## config.mk

```make
export PLATFORM = sky130hd
export DESIGN_NAME = pwm_gen_multi
export DESIGN_NICKNAME = d
export VERILOG_FILES = /design/src/rtl/pwm_gen_multi.sv
export SDC_FILE = /design/constraint.sdc
export NUM_CORES = 1
export LEC_CHECK = 0
export BUFFER_PORTS_ARGS = -buffer_cell sky130_fd_sc_hd__buf_2
export CAP_MARGIN = 20
export CORE_MARGIN = 5
export CORE_UTILIZATION = 28
export CTS_BUF_LIST = sky130_fd_sc_hd__clkbuf_4 sky130_fd_sc_hd__clkbuf_8
export CTS_CLUSTER_DIAMETER = 120
export DETAILED_ROUTE_END_ITERATION = 8
export GPL_ROUTABILITY_DRIVEN = 0
export PLACE_DENSITY = 0.54
export SLEW_MARGIN = 10
export SYNTH_ARGS = -nofsm -noshare
export SYNTH_HDL_FRONTEND = slang
export SYNTH_SLANG_ARGS = --single-unit
```

## constraint.sdc

```tcl
create_clock -name clk_i -period 7.4 [get_ports clk_i]
set_input_delay 1.11 -clock clk_i [delete_from_list [all_inputs] [get_ports clk_i]]
set_output_delay 1.11 -clock clk_i [all_outputs]
set_load 0.03 [all_outputs]
```

## src/rtl/pwm_gen_multi.sv

```systemverilog
// Multi-channel PWM generator sharing one prescaled time base.
// Configuration is double-buffered: upd_i captures the inputs into staging
// registers, and they become active only at a period boundary (or at once
// while disabled). A period boundary therefore never produces a glitch.
//
// Ports:
//   clk_i, rst_n_i   clock, asynchronous active-low reset
//   en_i             run the time base (0 = idle, outputs inactive)
//   upd_i            one-cycle request to load center_i/psc_i/period_i/duty_i/pol_i
//   center_i         0 = edge-aligned, 1 = centre-aligned counting
//   psc_i            counter advances every psc_i+1 clocks
//   period_i         counter top value
//   duty_i           per-channel duty, channel k at [k*CNT_W +: CNT_W]
//   pol_i            per-channel polarity, 1 = active-low
//   pwm_o            registered PWM outputs
//   cnt_o            current counter value
//   period_end_o     one-clock pulse after each period boundary
//   upd_ack_o        one-clock pulse after a configuration load
module pwm_gen_multi #(
    parameter int unsigned CH_NUM = 4,
    parameter int unsigned CNT_W  = 8,
    parameter int unsigned PSC_W  = 8
) (
    input  logic                      clk_i,
    input  logic                      rst_n_i,
    input  logic                      en_i,
    input  logic                      upd_i,
    input  logic                      center_i,
    input  logic [PSC_W-1:0]          psc_i,
    input  logic [CNT_W-1:0]          period_i,
    input  logic [CH_NUM*CNT_W-1:0]   duty_i,
    input  logic [CH_NUM-1:0]         pol_i,
    output logic [CH_NUM-1:0]         pwm_o,
    output logic [CNT_W-1:0]          cnt_o,
    output logic                      period_end_o,
    output logic                      upd_ack_o
);

    logic [PSC_W-1:0]        psc_cnt_q, psc_cnt_d;
    logic [CNT_W-1:0]        cnt_q, cnt_d;
    logic                    dir_q, dir_d;           // 0 = up, 1 = down
    logic [PSC_W-1:0]        psc_act_q, psc_act_d, psc_stg_q, psc_stg_d;
    logic [CNT_W-1:0]        period_act_q, period_act_d, period_stg_q, period_stg_d;
    logic [CH_NUM*CNT_W-1:0] duty_act_q, duty_act_d, duty_stg_q, duty_stg_d;
    logic [CH_NUM-1:0]       pol_act_q, pol_act_d, pol_stg_q, pol_stg_d;
    logic                    center_act_q, center_act_d, center_stg_q, center_stg_d;
    logic                    pending_q, pending_d;
    logic [CH_NUM-1:0]       pwm_q, pwm_d;
    logic                    period_end_q, period_end_d;
    logic                    upd_ack_q, upd_ack_d;

    logic                    tick;
    logic                    boundary;
    logic                    load_in;
    logic                    load_stg;
    logic                    capture;
    logic [CH_NUM-1:0]       raw;

    always_comb begin
        psc_cnt_d    = psc_cnt_q;
        cnt_d        = cnt_q;
        dir_d        = dir_q;
        psc_act_d    = psc_act_q;
        period_act_d = period_act_q;
        duty_act_d   = duty_act_q;
        pol_act_d    = pol_act_q;
        center_act_d = center_act_q;
        psc_stg_d    = psc_stg_q;
        period_stg_d = period_stg_q;
        duty_stg_d   = duty_stg_q;
        pol_stg_d    = pol_stg_q;
        center_stg_d = center_stg_q;
        pending_d    = pending_q;
        pwm_d        = pwm_q;
        period_end_d = 1'b0;
        upd_ack_d    = 1'b0;
        load_in      = 1'b0;
        load_stg     = 1'b0;

        tick = en_i && (psc_cnt_q == psc_act_q);
        // A zero top value in centre mode makes every tick a boundary.
        if (center_act_q) begin
            boundary = tick && (cnt_q == '0) && (dir_q || (period_act_q == '0));
        end else begin
            boundary = tick && (cnt_q == period_act_q);
        end

        for (int k = 0; k < CH_NUM; k++) begin
            raw[k] = cnt_q < duty_act_q[k*CNT_W +: CNT_W];
        end

        if (!en_i) begin
            psc_cnt_d = '0;
            cnt_d     = '0;
            dir_d     = 1'b0;
            pwm_d     = pol_act_q;
            load_stg  = pending_q;
        end else begin
            pwm_d     = raw ^ pol_act_q;
            psc_cnt_d = tick ? '0 : psc_cnt_q + 1'b1;
            if (tick) begin
                if (center_act_q) begin
                    if (period_act_q == '0) begin
                        cnt_d = '0;
                    end else if (!dir_q) begin
                        if (cnt_q == period_act_q) begin
                            cnt_d = cnt_q - 1'b1;
                            dir_d = 1'b1;
                        end else begin
                            cnt_d = cnt_q + 1'b1;
                        end
                    end else begin
                        if (cnt_q == '0) begin
                            cnt_d = cnt_q + 1'b1;
                            dir_d = 1'b0;
                        end else begin
                            cnt_d = cnt_q - 1'b1;
                        end
                    end
                end else begin
                    cnt_d = (cnt_q == period_act_q) ? '0 : cnt_q + 1'b1;
                end
            end
            if (boundary) begin
                period_end_d = 1'b1;
                // A request coinciding with the boundary bypasses staging.
                load_in      = upd_i;
                load_stg     = pending_q && !upd_i;
            end
        end

        capture = upd_i && !load_in;

        if (load_in || load_stg) begin
            upd_ack_d = 1'b1;
            pending_d = 1'b0;
            cnt_d     = '0;
            dir_d     = 1'b0;
            psc_cnt_d = '0;
        end
        if (load_in) begin
            psc_act_d    = psc_i;
            period_act_d = period_i;
            duty_act_d   = duty_i;
            pol_act_d    = pol_i;
            center_act_d = center_i;
        end
        if (load_stg) begin
            psc_act_d    = psc_stg_q;
            period_act_d = period_stg_q;
            duty_act_d   = duty_stg_q;
            pol_act_d    = pol_stg_q;
            center_act_d = center_stg_q;
        end
        // Capture after the staged load so a disabled-state request re-arms pending.
        if (capture) begin
            psc_stg_d    = psc_i;
            period_stg_d = period_i;
            duty_stg_d   = duty_i;
            pol_stg_d    = pol_i;
            center_stg_d = center_i;
            pending_d    = 1'b1;
        end
    end

    always_ff @(posedge clk_i or negedge rst_n_i) begin
        if (!rst_n_i) begin
            psc_cnt_q    <= '0;
            cnt_q        <= '0;
            dir_q        <= 1'b0;
            psc_act_q    <= '0;
            period_act_q <= '1;
            duty_act_q   <= '0;
            pol_act_q    <= '0;
            center_act_q <= 1'b0;
            psc_stg_q    <= '0;
            period_stg_q <= '0;
            duty_stg_q   <= '0;
            pol_stg_q    <= '0;
            center_stg_q <= 1'b0;
            pending_q    <= 1'b0;
            pwm_q        <= '0;
            period_end_q <= 1'b0;
            upd_ack_q    <= 1'b0;
        end else begin
            psc_cnt_q    <= psc_cnt_d;
            cnt_q        <= cnt_d;
            dir_q        <= dir_d;
            psc_act_q    <= psc_act_d;
            period_act_q <= period_act_d;
            duty_act_q   <= duty_act_d;
            pol_act_q    <= pol_act_d;
            center_act_q <= center_act_d;
            psc_stg_q    <= psc_stg_d;
            period_stg_q <= period_stg_d;
            duty_stg_q   <= duty_stg_d;
            pol_stg_q    <= pol_stg_d;
            center_stg_q <= center_stg_d;
            pending_q    <= pending_d;
            pwm_q        <= pwm_d;
            period_end_q <= period_end_d;
            upd_ack_q    <= upd_ack_d;
        end
    end

    assign pwm_o        = pwm_q;
    assign cnt_o        = cnt_q;
    assign period_end_o = period_end_q;
    assign upd_ack_o    = upd_ack_q;

endmodule

```

==> Yosys cells after proc, flatten, opt, wreduce, memory -nomap -nowiden <==
Index checks and enable logic that the tools add are counted.
{ "totals": {"regBits": 130, "inputBits": 57, "out_inout_bits": 14, "word_cells": 86} }
{ "classes": {"n_addsub": 3, "order_cmp": 4, "eq_ne": 5, "mux": 41, "bitwise": 1, "reduce_logical": 15} }
{ "ops": {"columns": ["operator", "count"], "rows": [
  ["$mux W8", 16],
  ["$mux W32", 2],
  ["$lt A8 B8 Y1", 4],
  ["$mux W1", 20],
  ["$add A8 B1 Y8 const B", 2],
  ["$eq A8 B8 Y1", 2],
  ["$logic_not A8 Y1", 2],
  ["$mux W4", 3],
  ["$sub A8 B1 Y8 const B", 1],
  ["$logic_and A1 B1 Y1", 6],
  ["$ne A3 B1 Y1 const B", 2],
  ["$reduce_bool A2 Y1", 2],
  ["$xor A4 B4 Y4", 1],
  ["$ne A3 B2 Y1 const B", 1],
  ["$reduce_and A3 Y1", 1],
  ["$logic_not A1 Y1", 2],
  ["$logic_or A1 B1 Y1", 2]
]} }

==> Logic depth before layout (Yosys ltp) <==
Gate-level depths: netlist (run 1).
{ "depth": {"word_depth": 10, "depth_mapped": 12, "depth_no_buf": 9} }

==> Least setup slack after synthesis (run 1) <==
No wires, ideal clock.
{ "synth_path": {"path_type": "flip-flop to flip-flop", "start": "register cnt_q[3], in the netlist cnt_o[3]", "end": "register center_stg_q", "setup_time_ns": 0.125, "arrival_time_ns": 2.692, "required_time_ns": 7.275, "setup_slack_ns": 4.583, "path_stages_with_launch": 10, "n_path_buf": 3, "period_less_slack_ns": 2.817, "cell_sequence": "dfrtp_1 -> buf_6 -> or4_4 -> o31ai_4 -> o21ai_2 -> nor4b_4 -> nand2b_1 -> buf_6 -> buf_12 -> mux2_4"} }
{ "synth_via": {"elab_chain_cells": 8, "elab_cells_between_ends": 10, "classes_between": "eq/ne (1); mux (3); reduce/logical (6)"} }
{ "synth_lines": {"columns": ["item", "line", "text"], "rows": [
  ["from (decl)", "40", "logic [CNT_W-1:0] cnt_q, cnt_d;"],
  ["from (signal assigned)", "187", "cnt_q <= cnt_d;"],
  ["$logic_not A8 Y1", "83", "boundary = tick && (cnt_q == '0) && (dir_q || (period_act_q == '0));"],
  ["$logic_and A1 B1 Y1 (2 in series)", "83", null],
  ["$mux W1 *", "82", "if (center_act_q) begin"],
  ["$mux W1 *", "124", "if (boundary) begin"],
  ["$mux W1 *", "92", "if (!en_i) begin"],
  ["$logic_not A1 Y1 *", "132", "capture = upd_i && !load_in;"],
  ["$logic_and A1 B1 Y1 *", "132", null],
  ["to (signal assigned)", "198", "center_stg_q <= center_stg_d;"],
  ["to (decl)", "46", "logic center_act_q, center_act_d, center_stg_q, center_stg_d;"]
]} }
Every way passes the cells marked *; elsewhere a longest branch is shown, timed or not.
A chain may end at the register's enable or synchronous reset.

==> Worst setup path in the final report (run 1) <==
{ "layout_path": {"start": "register cnt_q[5], in the netlist cnt_o[5]", "end": "register duty_stg_q[8]"} }
{ "layout_via": {"elab_chain_cells": 8, "elab_cells_between_ends": 10, "classes_between": "eq/ne (1); mux (3); reduce/logical (6)"} }
{ "layout_lines": {"columns": ["item", "line", "text"], "rows": [
  ["$logic_not A8 Y1", "83", null],
  ["$logic_and A1 B1 Y1 (2 in series)", "83", null],
  ["$mux W1 *", "82", null],
  ["$mux W1 *", "124", null],
  ["$mux W1 *", "92", null],
  ["$logic_not A1 Y1 *", "132", null],
  ["$logic_and A1 B1 Y1 *", "132", null],
  ["to (signal assigned)", "196", "duty_stg_q <= duty_stg_d;"],
  ["to (decl)", "44", "logic [CH_NUM*CNT_W-1:0] duty_act_q, duty_act_d, duty_stg_q, duty_stg_d;"]
]} }
Marks and branches as above.

==> impl_metrics.yaml, run 1 <==
setup_path:
  cp_top_family: "simple AND/OR/NAND/NOR gates"
  reg2regPathDepth: 6
  r2r_slack_ps: 3900
  timing.rr.end: "duty_stg_q[8]$_DFFE_PN0P_"
  cp_slowest_cell: "nand2b_4"
  crit_type: "register to register"
  cp-start-kind: "register"
  worstPathArrival_ps: 3830
  setup.worst_path.end_class: "register"
  cp.required_ps: 7730
  r2r-start: "cnt_o[5]$_DFFE_PN0P_"
  crit_fanout: 53
  path_buf_inv: 0
  critical_path.cell_chain: "xor2_1, nor4_1, a21oi_1, nor4b_4, nand2b_4, mux2_2"
  critical_path.max_stage_delay_ps: 890
floorplanning:
  core_area_um2: 23600
  ioPinCount: 71
  rows: 56
  dieHeight_um: 165
  die_w_um: 165
  die_area_um2: 27300
  start_util_pct: 28.5
finish:
  finalNetCount: 728
  syn2layout_area_growth_pct: 13.1
  num_antenna_cells: 0
  drive_above_1_share_pct: 27.6
logic_synthesis:
  netlist_instances: 581
  syn_nets: 670
  ys_types: 60
  synth.avg_cell_area_um2: 11.6
  synthFlopType: "dfrtp_1"
  ys_ff_latch: 130
  yosys.area.top_type: "dfrtp_1"
  ys_seq_area_share_pct: 48.4
  synth_area_um2: 6740
  synth_top_area_share_pct: 45.3
  synth-edff-count: 0
  synth_area_leaders: "dfrtp_1 (45%), mux2_4 (11%), ha_1 (5.9%)"
  yosys_warnings: 0
  synthArstFlopShare_pct: 100
power:
  clock_power_share_pct: 32.6
  p_per_area_nw_per_um2: 233
  p_leak_nw: 3.64
  swShare_pct: 28.7
  fin_total_pwr_mw: 1.77
  p_seq_share_pct: 49.3
  cellInternalPower_mw: 1.26
  combPwrFrac_pct: 18.1
  ir_drop_mv: 0.0994
  p_switching_mw: 0.509
timing:
  setup_violations: 0
  holdWs_ps: 472
  slew_violations: 0
  fin_crit_sh_pct: 47.3
  worst_pin_slew_ps: 1080
  fin_skew_ps: 7.90
  maxSlewHeadroom_pct: 28.0
  tns_ps: 0
  rsz0062_at_grt: "false"
  hold_viol_final: 0
  fin_crit_ps: 3500
  clock.fmax_mhz: 285
drt:
  drc: 0
  viasPerCell: 4.62
  vias: 4486
  drt-initial-drc-count: 217
  wire_per_inst_um: 16.2
  ant_nets: 0
  finalWirelength_um: 15700
  drtPass1Iterations: 4
hold_path:
  whs_path_depth: 1
  min_to: "pwm_o[1]$_DFF_PN0_"
  hold_path_class: "register to register"
  min-delay-start: "pol_act_q[1]$_DFFE_PN0N_"
clock_network:
  cts_root_buf: "clkbuf_8"
  numCtsBuffers: 17
  clkSlewWorstSetupHoldPaths_ps: 70
  cts_tree: "built"
  htreeDepth: 4
  worstSkewPairLatency_ps: 440
  cts_buffer_depth: 2
  post_cts_buffers: 0
  cts_resized: 0
  clock-sinks: 130
  cts_hold_buf: 0
placement:
  dp_hpwl_um: 10400
  portBuffers: 70
global_routing:
  grt_max_degree: 71
  antenna_found_initial: 1
  grt_pass1_wl_um: 25900
  grt_pass1_vias: 4738
  grt_overflow_total: 0
  gr-usage-all-layers_pct: 12.2
status:
  status: "finished clean"
run:
  maxCapViolCount: 0
flip-flops by register name (all words and copies together) (netlist names), 8 cells and up:
register / flops
duty_act_q: 32
duty_stg_q: 32
cnt_o: 8
period_act_q: 8
period_stg_q: 8
psc_act_q: 8
psc_cnt_q: 8
psc_stg_q: 8
worst max-delay path by stage:
stage	startpoint	to	slack, ps	depth (start not counted)
3_5_place_dp	cnt_o[5]$_DFFE_PN0P_	duty_stg_q[8]$_DFFE_PN0P_	3870	6
5_1_grt	cnt_o[5]$_DFFE_PN0P_	duty_act_q[3]$_DFFE_PN0N_	3650	7
3_3_place_gp	cnt_o[2]$_DFFE_PN0P_	duty_stg_q[8]$_DFFE_PN0P_	3970	6
4_1_cts	cnt_o[5]$_DFFE_PN0P_	duty_stg_q[8]$_DFFE_PN0P_	3860	6
2_1_floorplan	cnt_o[3]$_DFFE_PN0P_	center_stg_q$_DFFE_PN0P_	4580	9
6_report	cnt_o[5]$_DFFE_PN0P_	duty_stg_q[8]$_DFFE_PN0P_	3900	6
final cells by class:
type	count	area, um2
clock inverters	10	82.6
repair buffers	72	372
multi-input cells	384	3080
well taps	319	399
flip-flops and latches	130	3260
inverters	34	128
fillers	2421	16000
clock buffers	22	297
power by group through the flow:
stage                     Sequential, mW  Combinational, mW  Clock (mW)
after floorplan                    0.883              0.230           0
after global placement             0.886              0.321           0
after detailed placement           0.886              0.326           0
after CTS                          0.874              0.328       0.598
after global routing               0.886              0.365       0.629
final                              0.874              0.321       0.577
through the flow:
stage | std cells | setup WS (ps) | utilization (%) | cell area (um2)
floorplan | 581 | 4580 | - | 6740
global placement | 939 | 3970 | 30.7 | 7240
detailed placement | 939 | 3870 | 30.7 | 7240
CTS | 971 | 3860 | 32.3 | 7620
global route | 971 | 3650 | 32.3 | 7620
finish | 971 | 3900 | 32.3 | 7620
cells in the final DEF, fill, tap and decap left out, types with 3 or more instances in the layout:
| cell type | n |
|---|---|
| a211oi_1 | 4 |
| a21o_1 | 8 |
| a21oi_1 | 6 |
| a22o_1 | 3 |
| a22oi_1 | 53 |
| a31oi_1 | 4 |
| and3_1 | 8 |
| buf_2 | 69 |
| clkbuf_8 | 21 |
| clkinv_2 | 6 |
| clkinvlp_4 | 3 |
| dfrtp_1 | 122 |
| dfstp_2 | 8 |
| ha_1 | 32 |
| inv_1 | 33 |
| mux2_2 | 4 |
| mux2_4 | 50 |
| nand2_1 | 63 |
| nand2b_1 | 5 |
| nand3_1 | 12 |
| nand3b_1 | 4 |
| nor2_1 | 15 |
| nor4_1 | 5 |
| o21ai_0 | 26 |
| o21ai_1 | 11 |
| o21bai_1 | 4 |
| xnor2_1 | 13 |
| xor2_1 | 17 |
worst reg2reg max path, delay by kind of cell, from the launching register on:
| family | cells | cell delay (ps) |
|---|---|---|
| compound gates | 1 | 300 |
| xor+xnor | 1 | 130 |
| flops | 1 | 700 |
| mux | 1 | 470 |
| simple gates | 3 | 1780 |
metal layers:
layer	up-vias	GRT usage [%]	part of all wire (%)
met4	2	4.05	1.2
met3	18	3.35	4.3
li1	2188	-	-
met5	-	0	0.083
met1	2199	16.6	48
met2	79	18.9	46
cells in the mapped netlist, drive strengths merged (3+ instances only):
master / count
a21o: 8
dfrtp: 122
ha: 32
nor2: 15
a21oi: 6
or4: 3
a22oi: 54
and3: 9
xor2: 17
nor4: 5
o21ai: 38
inv: 34
a211oi: 4
xnor2: 13
nand3b: 4
dfstp: 8
buf: 25
clkbuf: 8
nand3: 12
a22o: 3
o21bai: 4
nand2: 63
and2: 4
nand2b: 6
mux2: 54
a31oi: 4
logic make-up (layout without fill, tap and decap cells):
logic type	after synthesis	count (layout)	share of synthesized area [%]
xor+xnor	30	30	3.90
fa+ha+maj	32	32	5.94
buf+inv	67	138	6.02
mux	55	55	12.0
simple gates	130	130	9.44
compound gates	137	137	14.3
flops	130	130	48.4
Note: power is estimated with default switching activity, not from simulation.
==> run 2, diff against run 1 <==
ABC_AREA = 1   (was default)
PLACE_DENSITY = 0.55   (was 0.54)
clock period = 3.1 ns   (was 7.4 ns; I/O delays follow)
==> run 2 against run 1 <==
Wire length grew 25%. Synthesized cell count up 68%. Clock-buffer cell count is 4 lower. Critical endpoint is now pol_act_q[3]$_DFFE_PN0N_. Largest cell class is now multi-input gates. Largest power group unchanged.
==> impl_metrics.yaml, run 2 <==
clock_network:
  htreeDepth: 4
  clkSlewWorstSetupHoldPaths_ps: 80
  cts_resized: 0
  clock-sinks: 130
  numCtsBuffers: 17
  cts_hold_buf: 0
  post_cts_buffers: 0
  cts_tree: "built"
  cts_root_buf: "clkbuf_8"
  worstSkewPairLatency_ps: 450
  cts_buffer_depth: 2
global_routing:
  grt_pass1_wl_um: 33000
  grt_overflow_total: 0
  antenna_found_initial: 0
  grt_pass1_vias: 6151
  gr-usage-all-layers_pct: 13.4
  grt_max_degree: 67
timing:
  hold_viol_final: 0
  fin_skew_ps: 16.2
  rsz0062_at_grt: "false"
  tns_ps: 0
  setup_slack_ps: 637
  setup_violations: 0
  worst_pin_slew_ps: 786
  slew_violations: 0
  maxSlewHeadroom_pct: 47.6
  fin_crit_ps: 2460
  clock.fmax_mhz: 406
  fin_crit_sh_pct: 79.5
setup_path:
  crit_fanout: 54
  reg2regPathDepth: 14
  timing.rr.end: "pol_act_q[3]$_DFFE_PN0N_"
  cp-start-kind: "register"
  worstPathArrival_ps: 2840
  setup.worst_path.end_class: "register"
  cp.required_ps: 3480
  r2r_slack_ps: 640
  r2r-start: "cnt_o[4]$_DFFE_PN0P_"
  crit_type: "register to register"
floorplanning:
  core_area_um2: 26700
  rows: 60
  dieHeight_um: 174
  start_util_pct: 28.2
  die_w_um: 174
  ioPinCount: 71
  die_area_um2: 30200
logic_synthesis:
  ys_ff_latch: 130
  synth_top_area_share_pct: 40.6
  yosysMostFrequentCell: "nand2_1"
  syn_nets: 1067
  synth.avg_cell_area_um2: 7.68
  synth-edff-count: 0
  netlist_top_cells_count: "nand2_1 (351), nand3_1 (128), dfrtp_1 (122)"
  synth_area_um2: 7510
  netlist_instances: 978
  ys_types: 35
  synthArstFlopShare_pct: 100
  yosys_warnings: 0
  synth_area_leaders: "dfrtp_1 (41%), nand2_1 (18%), nand3_1 (8.5%)"
  yosys.area.top_type: "dfrtp_1"
  ys_seq_area_share_pct: 43.4
  synthFlopType: "dfrtp_1"
status:
  status: "finished clean"
placement:
  dp_worst_setup_slack_ps: 658
  dp_hpwl_um: 13400
  portBuffers: 70
run:
  maxCapViolCount: 0
drt:
  viasPerCell: 4.51
  drc: 0
  vias: 6298
  ant_nets: 0
  drtPass1Iterations: 5
  wire_per_inst_um: 14.1
  drt-initial-drc-count: 433
  finalWirelength_um: 19700
finish:
  syn2layout_area_growth_pct: 13.8
  biggestRegsByFlops: "duty_act_q: 32 flops, duty_stg_q: 32 flops"
  num_antenna_cells: 0
  drive_above_1_share_pct: 19.1
  most-common-layout-cells: "nand2_1 (351), nand3_1 (128), dfrtp_1 (121)"
  layout_commonest_cell: "nand2_1"
  finalNetCount: 1132
power:
  p_leak_nw: 4.66
  ir_drop_mv: 0.279
  p_per_area_nw_per_um2: 547
hold_path:
  hold_path_class: "primary input to asynchronous set/reset pin"
[run 2: changes by cell type in the layout (fill, tap and decap cells not counted), sizes merged, moves of 10 or more]
cell / before / now
nand3: 12 / 130
buf: 72 / 91
nand4: 2 / 12
mux2: 54 / 0
nand2: 63 / 407
a22oi: 54 / 0
inv: 34 / 105
o21ai: 38 / 18
a21oi: 6 / 19
nor2: 15 / 33
[run 2: final cells by class]
cell class | instances | area (um2)
clock buffer | 18 | 248
inverter | 107 | 404
fill | 2852 | 18100
tap | 341 | 427
clock inverter | 14 | 140
timing repair buffer | 91 | 552
sequential | 130 | 3260
multi-input combinational | 696 | 3510
[run 2: kinds of logic (layout without fill, tap and decap cells)]
logic type	Yosys count	after routing	share of synthesized area, %
xor+xnor	26	26	3.03
buf+inv	152	230	9.81
flops	130	130	43.4
compound gates	47	47	3.50
fa+ha+maj	32	32	5.33
simple gates	591	591	34.9
[run 2: report_power, final]
| part | internal, mW | switching [mW] | total (mW) | leakage (nW) |
|---|---|---|---|---|
| Clock | 0.730 | 0.710 | 1.44 | 0.198 |
| Sequential | 1.95 | 0.176 | 2.12 | 1.61 |
| Combinational | 0.405 | 0.709 | 1.11 | 2.84 |
[run 2: how the worst max path moves through the flow]
stage          slack, ps                  from                           to
2_1_floorplan        950  cnt_o[0]$_DFFE_PN0P_        pending_q$_DFFE_PN0P_
3_3_place_gp         680  cnt_o[4]$_DFFE_PN0P_  period_act_q[1]$_DFFE_PN1N_
3_5_place_dp         660  cnt_o[4]$_DFFE_PN0P_   duty_act_q[25]$_DFFE_PN0N_
4_1_cts              640  cnt_o[4]$_DFFE_PN0P_   duty_act_q[13]$_DFFE_PN0N_
5_1_grt              400  cnt_o[4]$_DFFE_PN0P_  period_act_q[5]$_DFFE_PN1N_
6_report             640  cnt_o[4]$_DFFE_PN0P_     pol_act_q[3]$_DFFE_PN0N_
[run 2: stage by stage]
stage                     instances  power, mW  area, um2  hold WS [ps]  util, %
final                          1397       4.68       8550          25.8     32.1
after floorplan                 978       2.91       7510           169        -
after CTS                      1397       4.75       8550          24.4     32.1
after detailed placement       1365       3.28       8160           458     30.6
after global placement         1365       3.27       8160           453     30.6
after global routing           1397       5.02       8550          51.6     32.1
[run 2: critical path, cell delays in order (launching register included)]
cell and delay, ps:
dfrtp_1 700, inv_2 140, nand2_1 100, nand2_1 50, nand2_1 90, nor2_2 50
nand2_2 100, nand2_2 70, nand3_2 160, inv_1 70, nand2_1 90, nand2_2 110
inv_4 430, nand2_1 120, nand2_1 80
[run 2: metal layers]
layer  vias to the layer above  routed length, um  track usage [%]
met4                         0                257             3.40
met1                      2967               9480             17.9
met5                         -                  0                0
met2                       113               9370             22.3
met3                        22                606             2.66
li1                       3196                  -                -
